--- config.mk ---
export PLATFORM = sky130hd
export DESIGN_NAME = note_envelope_pwm
export DESIGN_NICKNAME = d
export VERILOG_FILES = /design/src/rtl/note_envelope_pwm.sv
export SDC_FILE = /design/constraint.sdc
export NUM_CORES = 1
export LEC_CHECK = 0
export CAP_MARGIN = 20
export CORE_MARGIN = 8
export CORE_UTILIZATION = 36
export CTS_CLUSTER_SIZE = 24
export DETAILED_ROUTE_END_ITERATION = 6
export PLACE_DENSITY = 0.62
export SLEW_MARGIN = 20
export SYNTH_ARGS = -nofsm -noshare
export SYNTH_HDL_FRONTEND = slang
export SYNTH_SLANG_ARGS = --single-unit
--- constraint.sdc ---
create_clock -name clk -period 3.5 [get_ports clk]
set_input_delay 0.35 -clock clk [delete_from_list [all_inputs] [get_ports clk]]
set_output_delay 0.35 -clock clk [all_outputs]
set_load 0.005 [all_outputs]
--- src/rtl/note_envelope_pwm.sv ---
// Attack/sustain/release envelope with PWM-gated tone output for a speaker pin.
// Optional feature macro ENV_VOLUME_EN adds a vol_shift attenuation input (duty = level >> vol_shift).
module note_envelope_pwm #(
    parameter int PWM_BITS     = 8,
    parameter int STEP_DIV     = 100000,
    parameter int ATTACK_STEP  = 8,
    parameter int SUSTAIN_LVL  = 192,
    parameter int RELEASE_STEP = 4
) (
    input  logic                clk,
    input  logic                rst_n,
    input  logic                tone_in,
    input  logic                key_on,
`ifdef ENV_VOLUME_EN
    input  logic [1:0]          vol_shift,
`endif
    output logic                speaker,
    output logic [PWM_BITS-1:0] level,
    output logic [1:0]          state
);

    typedef enum logic [1:0] {
        IDLE    = 2'b00,
        ATTACK  = 2'b01,
        SUSTAIN = 2'b10,
        RELEASE = 2'b11
    } env_state_t;

    localparam int TICK_W = $clog2(STEP_DIV);
    localparam logic [TICK_W-1:0] TICK_LAST = TICK_W'(STEP_DIV - 1);
    localparam logic [PWM_BITS:0] SUS_W = (PWM_BITS+1)'(SUSTAIN_LVL);
    // Oversized steps are clamped; any clamped step still lands on the same end level.
    localparam logic [PWM_BITS:0] ATK_INC =
        (ATTACK_STEP > SUSTAIN_LVL) ? SUS_W : (PWM_BITS+1)'(ATTACK_STEP);
    localparam logic [PWM_BITS:0] REL_DEC =
        (RELEASE_STEP >= 2**PWM_BITS) ? {1'b0, {PWM_BITS{1'b1}}} : (PWM_BITS+1)'(RELEASE_STEP);

    env_state_t          state_q, state_d;
    logic [PWM_BITS-1:0] level_q, level_d;
    logic [TICK_W-1:0]   tick_cnt;
    logic                tick, tick_clr;
    logic [PWM_BITS-1:0] pwm_cnt, duty;
    logic [PWM_BITS:0]   attack_sum;

    assign tick       = (tick_cnt == TICK_LAST);
    assign attack_sum = {1'b0, level_q} + ATK_INC;

`ifdef ENV_VOLUME_EN
    assign duty = level_q >> vol_shift;
`else
    assign duty = level_q;
`endif

    // NOTE: every always_comb output gets a default first so no path can infer a latch.
    always_comb begin
        state_d  = state_q;
        level_d  = level_q;
        tick_clr = 1'b0;
        case (state_q)
            IDLE: begin
                if (key_on) begin
                    state_d  = ATTACK;
                    tick_clr = 1'b1;
                end
            end
            ATTACK: begin
                if (!key_on) begin
                    state_d = RELEASE;
                end else if (tick) begin
                    if (attack_sum >= SUS_W) begin
                        level_d = SUS_W[PWM_BITS-1:0];
                        state_d = SUSTAIN;
                    end else begin
                        level_d = attack_sum[PWM_BITS-1:0];
                    end
                end
            end
            SUSTAIN: begin
                if (!key_on) state_d = RELEASE;
            end
            RELEASE: begin
                // Retrigger resumes the attack from the current level, not from zero.
                if (key_on) begin
                    state_d = ATTACK;
                end else if (tick) begin
                    if ({1'b0, level_q} <= REL_DEC) begin
                        level_d = '0;
                        state_d = IDLE;
                    end else begin
                        level_d = level_q - REL_DEC[PWM_BITS-1:0];
                    end
                end
            end
            default: ;
        endcase
    end

    // NOTE: sequential state uses non-blocking assignments so all registers update together.
    always_ff @(posedge clk or negedge rst_n) begin
        if (!rst_n) begin
            state_q  <= IDLE;
            level_q  <= '0;
            tick_cnt <= '0;
            pwm_cnt  <= '0;
            speaker  <= 1'b0;
        end else begin
            state_q  <= state_d;
            level_q  <= level_d;
            tick_cnt <= (tick_clr || tick) ? '0 : tick_cnt + TICK_W'(1);
            pwm_cnt  <= pwm_cnt + PWM_BITS'(1);
            speaker  <= tone_in & (pwm_cnt < duty);
        end
    end

    assign level = level_q;
    assign state = state_q;

endmodule

==> run summary, run 1 <==
vias in the first global route: 1546
CP max stage delay: 0.50 ns
relative slew slack: 40.5%
post-route ant nets: 0
synth warn: 0
Max Clock Skew: 0.00734 ns
RSZ-0062 raised after global routing: false
Boundary Pins: 15
mapped cell area: 2080 µm²
Most common cell on crit path: and3_1
Worst-Margin Slew: 0.884 ns
Post-layout nets: 251
syn_area_per_cell: 9.75 µm²
library cells used by synthesis: 51
Worst VDD drop: 0.301 mV
Placer Congestion: 0.809
CTS buffer count: 5
row cnt: 27
clock tree root driver cell: clkbuf_8
DRC: 0
delay-heaviest family, CP: compound AO/OA/AOI/OAI gates
Buffers on Ports: 12
FMAX: 461 MHz
Hold Slack: 0.448 ns
clock latency on the worst-skew pair: 0.30 ns
Die Ht: 92.0 µm
max-cap violations: 0
largest net degree at the start of global routing: 35
LEAKAGE: 1.04 nW
post-cts sizing count: 0
Worst-path clk slew: 0.08 ns
initial antenna violation count: 0
Final Critical Period: 2.17 ns
post-DR wirelength/cell: 13.4 µm
CP required: 3.69 ns
Buf/Inv on CP: 1
Post-DP HPWL: 2880 µm
H-tree depth: 2
final WL: 4040 µm
CTS tree: built
critical path class: reg -> reg
Post-synth EDFFs: 0
gr ovfl total: 0
CTS Buffer Depth: 2
Data arrival, critical path: 2.36 ns
GRT Overall Usage: 10.5%
slowest CP cell: dfrtp_1
Via density: 5.11
Fin Setup TNS: 0 ns
Die X: 92.0 µm
HP Class: in -> async
ys async rst share: 100%
Setup Fix Bufs, Post-CTS: 0
Cell Pwr Density: 499 nW/µm²
global-route wire length before repair: 7270 µm
flops & latches, synth: 34
Antenna Cells: 0
1st-pass router iterations: 4
cells along the critical path: inv_1 > ha_1 > a21boi_0 > and3_1 > o22ai_1 > and3_1 > a311oi_1
sequential element share of the synthesized area: 41.0%
die area: 8460 µm²
Num Clock Sinks: 34
CTS hold repair buffers: 0
Max Slew Vio Count: 0
Worst setup EP type: flop
predominant post-synthesis flop cell: dfrtp_1
Gate Count Post-Synth: 213
Period Utilization, post-route: 62.0%
Final Hold Vio Count: 0
layout cell share with drive strength beyond 1: 7.83%
status: completed
final setup vio count: 0
Initial Util: 37.5%
routed via count: 1543
worst-path fanout max: 7
core area: 5540 µm²
Syn-to-layout area delta: 14.5%
initial DRC count: 154
CP Launch Type: flop
sequential cells by signal, summed over array words and instances, names as in the netlist:
name	cells
level	6
speaker	1
pwm_cnt	8
tick_cnt	17
state	2
Yosys cell counts, drive strengths merged (3+ instances only):
library cell  number  share of area [%]
mux2               3                1.8
nor2              26                4.7
dfrtp             34                 41
a21oi              7                1.7
ha                18                 11
and4               3                1.3
and3               7                2.1
nand4              3               0.90
xnor2              9                3.8
xor2              10                4.2
nor3               6                1.7
o21a               4                1.4
o21ai              9                2.2
buf                4                1.5
nand3              9                2.2
nand2             13                2.3
inv               11                2.0
power by group:
group / switching [mW] / leakage (nW) / internal [mW]
sequential: 0.0504 / 0.439 / 0.439
combinational: 0.170 / 0.554 / 0.156
clock: 0.158 / 0.0504 / 0.212
layout by cell type (no fill, tap or decap), types with 3 or more instances in the layout:
| master | n |
|---|---|
| a21oi_1 | 7 |
| o21a_1 | 4 |
| nand4_1 | 3 |
| nor3_1 | 5 |
| and3_1 | 7 |
| nor2_1 | 26 |
| clkbuf_8 | 5 |
| dfrtp_1 | 34 |
| xnor2_1 | 9 |
| clkdlybuf4s50_1 | 12 |
| ha_1 | 18 |
| xor2_1 | 10 |
| o21ai_0 | 7 |
| nand3_1 | 9 |
| and4_1 | 3 |
| inv_1 | 11 |
| nand2_1 | 13 |
layout make-up:
| class | count | area (µm²) |
|---|---|---|
| clock buffers | 5 | 68.8 |
| clock inverters | 3 | 45.0 |
| fillers | 543 | 3160 |
| inverters | 11 | 41.3 |
| multi-input cells | 164 | 1150 |
| flip-flops and latches | 34 | 851 |
| well taps | 72 | 90.1 |
| repair buffers | 13 | 128 |
layer usage:
layer | vias to the layer above | GRT usage [%] | part of all wire [%]
li1 | 783 | - | -
met1 | 727 | 13.6 | 52
met2 | 28 | 15.4 | 41
met3 | 5 | 3.02 | 5.1
met4 | 0 | 5.23 | 2.2
met5 | - | 0 | 0
stage by stage:
step                setup WS [ns]  area (µm²)  instances  utilization (%)  power (mW)
floorplan                    1.55        2080        214                -       0.733
global placement             1.39        2260        294             40.9       0.823
detailed placement           1.38        2260        294             40.9       0.826
CTS                          1.36        2380        302             42.9        1.20
global route                 1.06        2380        302             42.9        1.27
finish                       1.33        2380        302             42.9        1.19
cell families (layout without fill, tap and decap cells):
family / Yosys count / after routing / synth area share, %
DFF: 34 / 34 / 41.0
and+or+nand+nor: 83 / 83 / 21.0
AOI/OAI and AO/OA: 37 / 37 / 12.5
adders and majority gates: 18 / 18 / 10.8
muxes: 5 / 5 / 2.77
buffers and inverters: 16 / 32 / 3.67
xor gates and xnor gates: 19 / 19 / 8.01
other: 1 / 2 / 0.181
worst paths after layout:
path | from | end | slack, ns | cells after the start
max | level[3] | level[7] | 1.33 | 7
min | rst_n | tick_cnt[0] | 0.45 | 2
max reg2reg | level[3] | level[7] | 1.33 | 7
min reg2reg | pwm_cnt[0] | pwm_cnt[0] | 0.46 | 1
max in group asynchronous | rst_n | pwm_cnt[5] | 2.73 | 2
min in group clk | pwm_cnt[0] | pwm_cnt[0] | 0.46 | 1
worst reg2reg max path, cell delays in order (launching register included):
cell and delay, ns:
dfrtp_1 0.50, inv_1 0.20, ha_1 0.23, a21boi_0 0.41, and3_1 0.24, o22ai_1 0.06
and3_1 0.19, a311oi_1 0.24
Power figures use the tool's default switching activity.
==> run 2, diff against run 1 <==
==> constraint.sdc (replaced) <==
create_clock -name clk -period 2.2 [get_ports clk]
set_input_delay 0.22 -clock clk [delete_from_list [all_inputs] [get_ports clk]]
set_output_delay 0.22 -clock clk [all_outputs]
set_load 0.005 [all_outputs]
==> run summary, run 2 (same netlist as run 1, synthesis figures left out) <==
GRT Overall Usage: 10.3% (-0.19 points)
cells along the critical path: ha_1 > nand2_1 > a2111oi_4 > o21a_1 > o211ai_1 > mux2_4
Buf/Inv on CP: 0 (-1)
Max Clock Skew: 0.00470 ns (-0.00264 ns)
CP Launch Type: flop
CTS buffer count: 5 (unchanged)
Worst VDD drop: 0.454 mV (+51%)
initial antenna violation count: 0 (unchanged)
worst-path fanout max: 5 (-2)
finished layout cell area: 2460 µm² (+3.5%)
H-tree depth: 2 (unchanged)
core area: 5540 µm² (unchanged)
Placed Area: 2330 µm² (+3.0%)
routed via count: 1600 (+3.7%)
Antenna Cells: 0 (unchanged)
Die X: 92.0 µm (unchanged)
final WL: 4230 µm (+4.6%)
Largest register FFs: 17 (unchanged)
Cell Pwr Density: 764 nW/µm² (+53%)
max-cap violations: 0 (unchanged)
most frequent cells in the layout: dfrtp_1, nor2_1, ha_1
final setup vio count: 0 (unchanged)
Via density: 5.14 (+0.69%)
row cnt: 27 (unchanged)
status: completed
LEAKAGE: 1.10 nW (+5.4%)
Syn-to-layout area delta: 18.4%
Post-DP HPWL: 3030 µm (+5.0%)
clock latency on the worst-skew pair: 0.28 ns (-0.02 ns)
Placer Congestion: 0.858 (+6.2%)
Buffers on Ports: 12 (unchanged)
crit path launch: level[4]
R2R Setup Slk: 0.13 ns (-1.20 ns)
HP Class: in -> async
setup ws final: 0.127 ns (-1.20 ns)
delay-heaviest family, CP: compound AO/OA/AOI/OAI gates
Setup crit end: state[1]
vias in the first global route: 1511 (-2.3%)
CTS tree: built
FMAX: 482 MHz (+4.7%)
Fin Setup TNS: 0 ns (unchanged)
post-route ant nets: 0 (unchanged)
Finished Layout Cells: 311 (+3.0%)
CP max stage delay: 0.46 ns (-0.04 ns)
Worst setup EP type: flop
DRC: 0 (unchanged)
Initial Util: 37.5% (unchanged)
path depth of the worst reg2reg path: 6 (-1)
CP required: 2.37 ns (-1.32 ns)
clock tree root driver cell: clkbuf_8
critical path class: reg -> reg
1st-pass router iterations: 4 (unchanged)
pre-CTS setup slack: 0.138 ns (-1.25 ns)
Data arrival, critical path: 2.24 ns (-0.12 ns)
global-route wire length before repair: 7180 µm (-1.2%)
initial DRC count: 103 (-33%)
placed cell count: 303 (+3.1%)
RR Startpoint: level[4]
layout cell share with drive strength beyond 1: 11.3% (+3.5 points)
Hold Slack: 0.350 ns (-0.0982 ns)
number of cells on the critical path: 6 (-1)
CTS Buffer Depth: 2 (unchanged)
Largest Register: tick_cnt
Post-layout nets: 260 (+3.6%)
Boundary Pins: 15 (unchanged)
post-layout util: 44.4% (+1.5 points)
Num Clock Sinks: 34 (unchanged)
Final Hold Vio Count: 0 (unchanged)
slowest CP cell: a2111oi_4
post-DR wirelength/cell: 13.6 µm (+1.6%)
Final Critical Period: 2.07 ns (-0.0967 ns)
Power, Total: 1.88 mW (+58%)
R2R Path End: state[1]
gr ovfl total: 0 (unchanged)
largest net degree at the start of global routing: 35 (unchanged)
commonest non-fill, non-tap cell in the layout: dfrtp_1
Worst-path clk slew: 0.07 ns (about the same)
die area: 8460 µm² (unchanged)
Die Ht: 92.0 µm (unchanged)
Period Utilization, post-route: 94.2% (+32 points)
CTS hold repair buffers: 0 (unchanged)
Max Slew Vio Count: 0 (unchanged)
-- run 2: layer usage --
layer  global-route usage (%)  wire (µm)  vias to the layer above
met5                        0          0                        -
met4                     5.23         75                        0
met3                     2.69        242                        6
met2                     14.5       1760                       36
met1                     14.0       2160                      757
li1                         -          -                      801
-- run 2: how the worst min path moves through the flow --
stage / startpoint / to / cells after the start
finish: rst_n / tick_cnt[6] / 2
global route: rst_n / tick_cnt[7] / 2
CTS: rst_n / tick_cnt[5] / 2
detailed placement: pwm_cnt[0] / pwm_cnt[0] / 1
global placement: pwm_cnt[0] / pwm_cnt[0] / 1
floorplan: rst_n / level[2] / 0
-- run 2: final cells by class --
type | count | area (µm²)
clock buffer | 8 | 110
fill | 562 | 3080
inverter | 11 | 41.3
multi-input combinational | 164 | 1170
sequential | 34 | 851
tap | 72 | 90.1
timing repair buffer | 22 | 195
-- run 2: worst register-to-register path, stage by stage, from the launching register on --
cell       delay [ns]
dfrtp_1          0.43
ha_1             0.27
nand2_1          0.13
a2111oi_4        0.46
o21a_1           0.20
o211ai_1         0.14
mux2_4           0.33
-- run 2: power breakdown --
group          internal, mW  switching, mW  leakage (nW)  total [mW]
Clock                 0.316          0.227        0.0575       0.543
Combinational         0.272          0.284         0.603       0.556
Sequential            0.699         0.0805         0.439       0.780
-- run 2: what timing repair did --
item                       in CTS  in global routing
resized for setup               0                  2
setup buffers                   0                  0
setup endpoints to repair       0                  2
hold endpoints to repair        0                  0
==> run 3, diff against run 2 <==
--- a/config.mk
+++ b/config.mk
@@ -10,6 +10,7 @@
 export CORE_UTILIZATION = 36
 export CTS_CLUSTER_SIZE = 24
 export DETAILED_ROUTE_END_ITERATION = 6
+export GPL_ROUTABILITY_DRIVEN = 0
 export PLACE_DENSITY = 0.62
 export SLEW_MARGIN = 20
 export SYNTH_ARGS = -nofsm -noshare
==> run summary, run 3 (same netlist as run 1, synthesis figures left out) <==
Via density: 5.12 (-0.44%)
gr ovfl total: 0 (unchanged)
Final Hold Vio Count: 0 (unchanged)
CTS hold repair buffers: 0 (unchanged)
Boundary Pins: 15 (unchanged)
CTS tree: built
Post-DP HPWL: 2990 µm (-1.2%)
relative slew slack: 63.4%
Period Utilization, post-route: 93.0% (-1.2 points)
initial DRC count: 107 (+3.9%)
Antenna Cells: 0 (unchanged)
worst-path fanout max: 9 (+4)
share of total power in the clock network: 26.4% (-2.5 points)
DRC: 0 (unchanged)
R2R Path End: level[2]
post-route ant nets: 0 (unchanged)
row cnt: 27 (unchanged)
placed cell count: 303 (unchanged)
CP required: 2.42 ns (+0.05 ns)
die area: 8460 µm² (unchanged)
Finished Layout Cells: 311 (unchanged)
layout cell share with drive strength beyond 1: 11.7% (+0.42 points)
RR Startpoint: level[4]
R2R Setup Slk: 0.15 ns (+0.03 ns)
largest net degree at the start of global routing: 35 (unchanged)
Largest register FFs: 17 (unchanged)
Worst VDD drop: 0.464 mV (+2.3%)
part of the power in registers: 43.2% (+1.7 points)
CTS buffer count: 5 (unchanged)
Die X: 92.0 µm (unchanged)
status: completed
Buffers on Ports: 12 (unchanged)
RSZ-0062 raised after global routing: false
GRT Overall Usage: 10.5% (+0.22 points)
clock latency on the worst-skew pair: 0.29 ns (about the same)
final WL: 4270 µm (+0.92%)
Die Ht: 92.0 µm (unchanged)
core area: 5540 µm² (unchanged)
post-DR wirelength/cell: 13.7 µm (+0.92%)
routed via count: 1593 (-0.44%)
final setup vio count: 0 (unchanged)
critical path class: reg -> reg
Worst-Margin Slew: 0.546 ns
Worst-path clk slew: 0.07 ns (about the same)
Sw Pwr: 588 µW (-0.48%)
Setup Fix Bufs, Post-CTS: 0 (unchanged)
FMAX: 489 MHz (+1.3%)
Cell Pwr Density: 744 nW/µm² (-2.6%)
CTS Buffer Depth: 2 (unchanged)
Cell Int Power: 1.22 mW (-5.3%)
Fin Setup TNS: 0 ns (unchanged)
Largest Register: tick_cnt
most frequent cells in the layout: dfrtp_1, nor2_1, ha_1
Syn-to-layout area delta: 16.9%
CP Launch Type: flop
initial antenna violation count: 0 (unchanged)
commonest non-fill, non-tap cell in the layout: dfrtp_1
1st-pass router iterations: 4 (unchanged)
post-cts sizing count: 0 (unchanged)
H-tree depth: 2 (unchanged)
Logic pwr share: 30.4% (+0.8 points)
Max Slew Vio Count: 0 (unchanged)
Post-layout nets: 260 (unchanged)
path depth of the worst reg2reg path: 6 (unchanged)
max-cap violations: 0 (unchanged)
global-route wire length before repair: 7330 µm (+2.0%)
clock tree root driver cell: clkbuf_8
Num Clock Sinks: 34 (unchanged)
Data arrival, critical path: 2.27 ns (+0.03 ns)
Final Critical Period: 2.05 ns (-0.0274 ns)
LEAKAGE: 1.08 nW (-1.4%)
Worst setup EP type: flop
vias in the first global route: 1560 (+3.2%)
Initial Util: 37.5% (unchanged)
switch share: 32.5% (+1.1 points)
HP Class: in -> async
Max Clock Skew: 0.00809 ns (+0.00339 ns)
[run 3: cell type report]
class                      instances  area, µm²
clock buffer                       7       86.3
clock inverter                     1       5.00
fill                             562       3110
inverter                          11       41.3
multi-input combinational        164       1160
sequential                        34        851
tap                               72       90.1
timing repair buffer              22        195
[run 3: per-layer routing]
metal | part of all wire (%) | track usage, % | up-vias
li1 | - | - | 799
met1 | 51 | 13.6 | 747
met2 | 42 | 15.8 | 41
met3 | 5.1 | 2.93 | 6
met4 | 1.9 | 4.83 | 0
met5 | 0 | 0 | -
[run 3: worst max-delay path by stage]
stage | endpoint | startpoint | depth (start not counted)
after global placement | level[7] | level[3] | 8
after CTS | level[7] | level[3] | 8
after detailed placement | level[2] | level[4] | 6
after floorplan | level[2] | level[4] | 6
final | level[2] | level[4] | 6
after global routing | level[2] | tick_cnt[0] | 6
[run 3: stage by stage]
step | util (%) | cell area, µm² | total power [mW] | hold slack, ns | setup WS, ns
2_1_floorplan | - | 2080 | 1.17 | -0.0756 | 0.250
3_3_place_gp | 42.1 | 2330 | 1.33 | 0.460 | 0.210
3_5_place_dp | 42.1 | 2330 | 1.34 | 0.466 | 0.172
4_1_cts | 43.7 | 2420 | 1.83 | 0.349 | 0.137
5_1_grt | 43.8 | 2430 | 1.94 | 0.395 | 0.00153
6_report | 43.8 | 2430 | 1.81 | 0.337 | 0.154
[run 3: power by group through the flow]
stage / Sequential, mW / Combinational [mW] / Clock, mW
2_1_floorplan: 0.776 / 0.390 / 0
3_3_place_gp: 0.790 / 0.542 / 0
3_5_place_dp: 0.790 / 0.548 / 0
4_1_cts: 0.780 / 0.550 / 0.499
5_1_grt: 0.790 / 0.626 / 0.526
6_report: 0.781 / 0.550 / 0.477
[run 3: worst max-delay path, stage by stage (launching register included)]
cell,delay (ns)
dfrtp_1,0.43
ha_2,0.26
nand2_1,0.08
a2111oi_2,0.44
nor3_2,0.18
or4_1,0.53
nand2_1,0.07
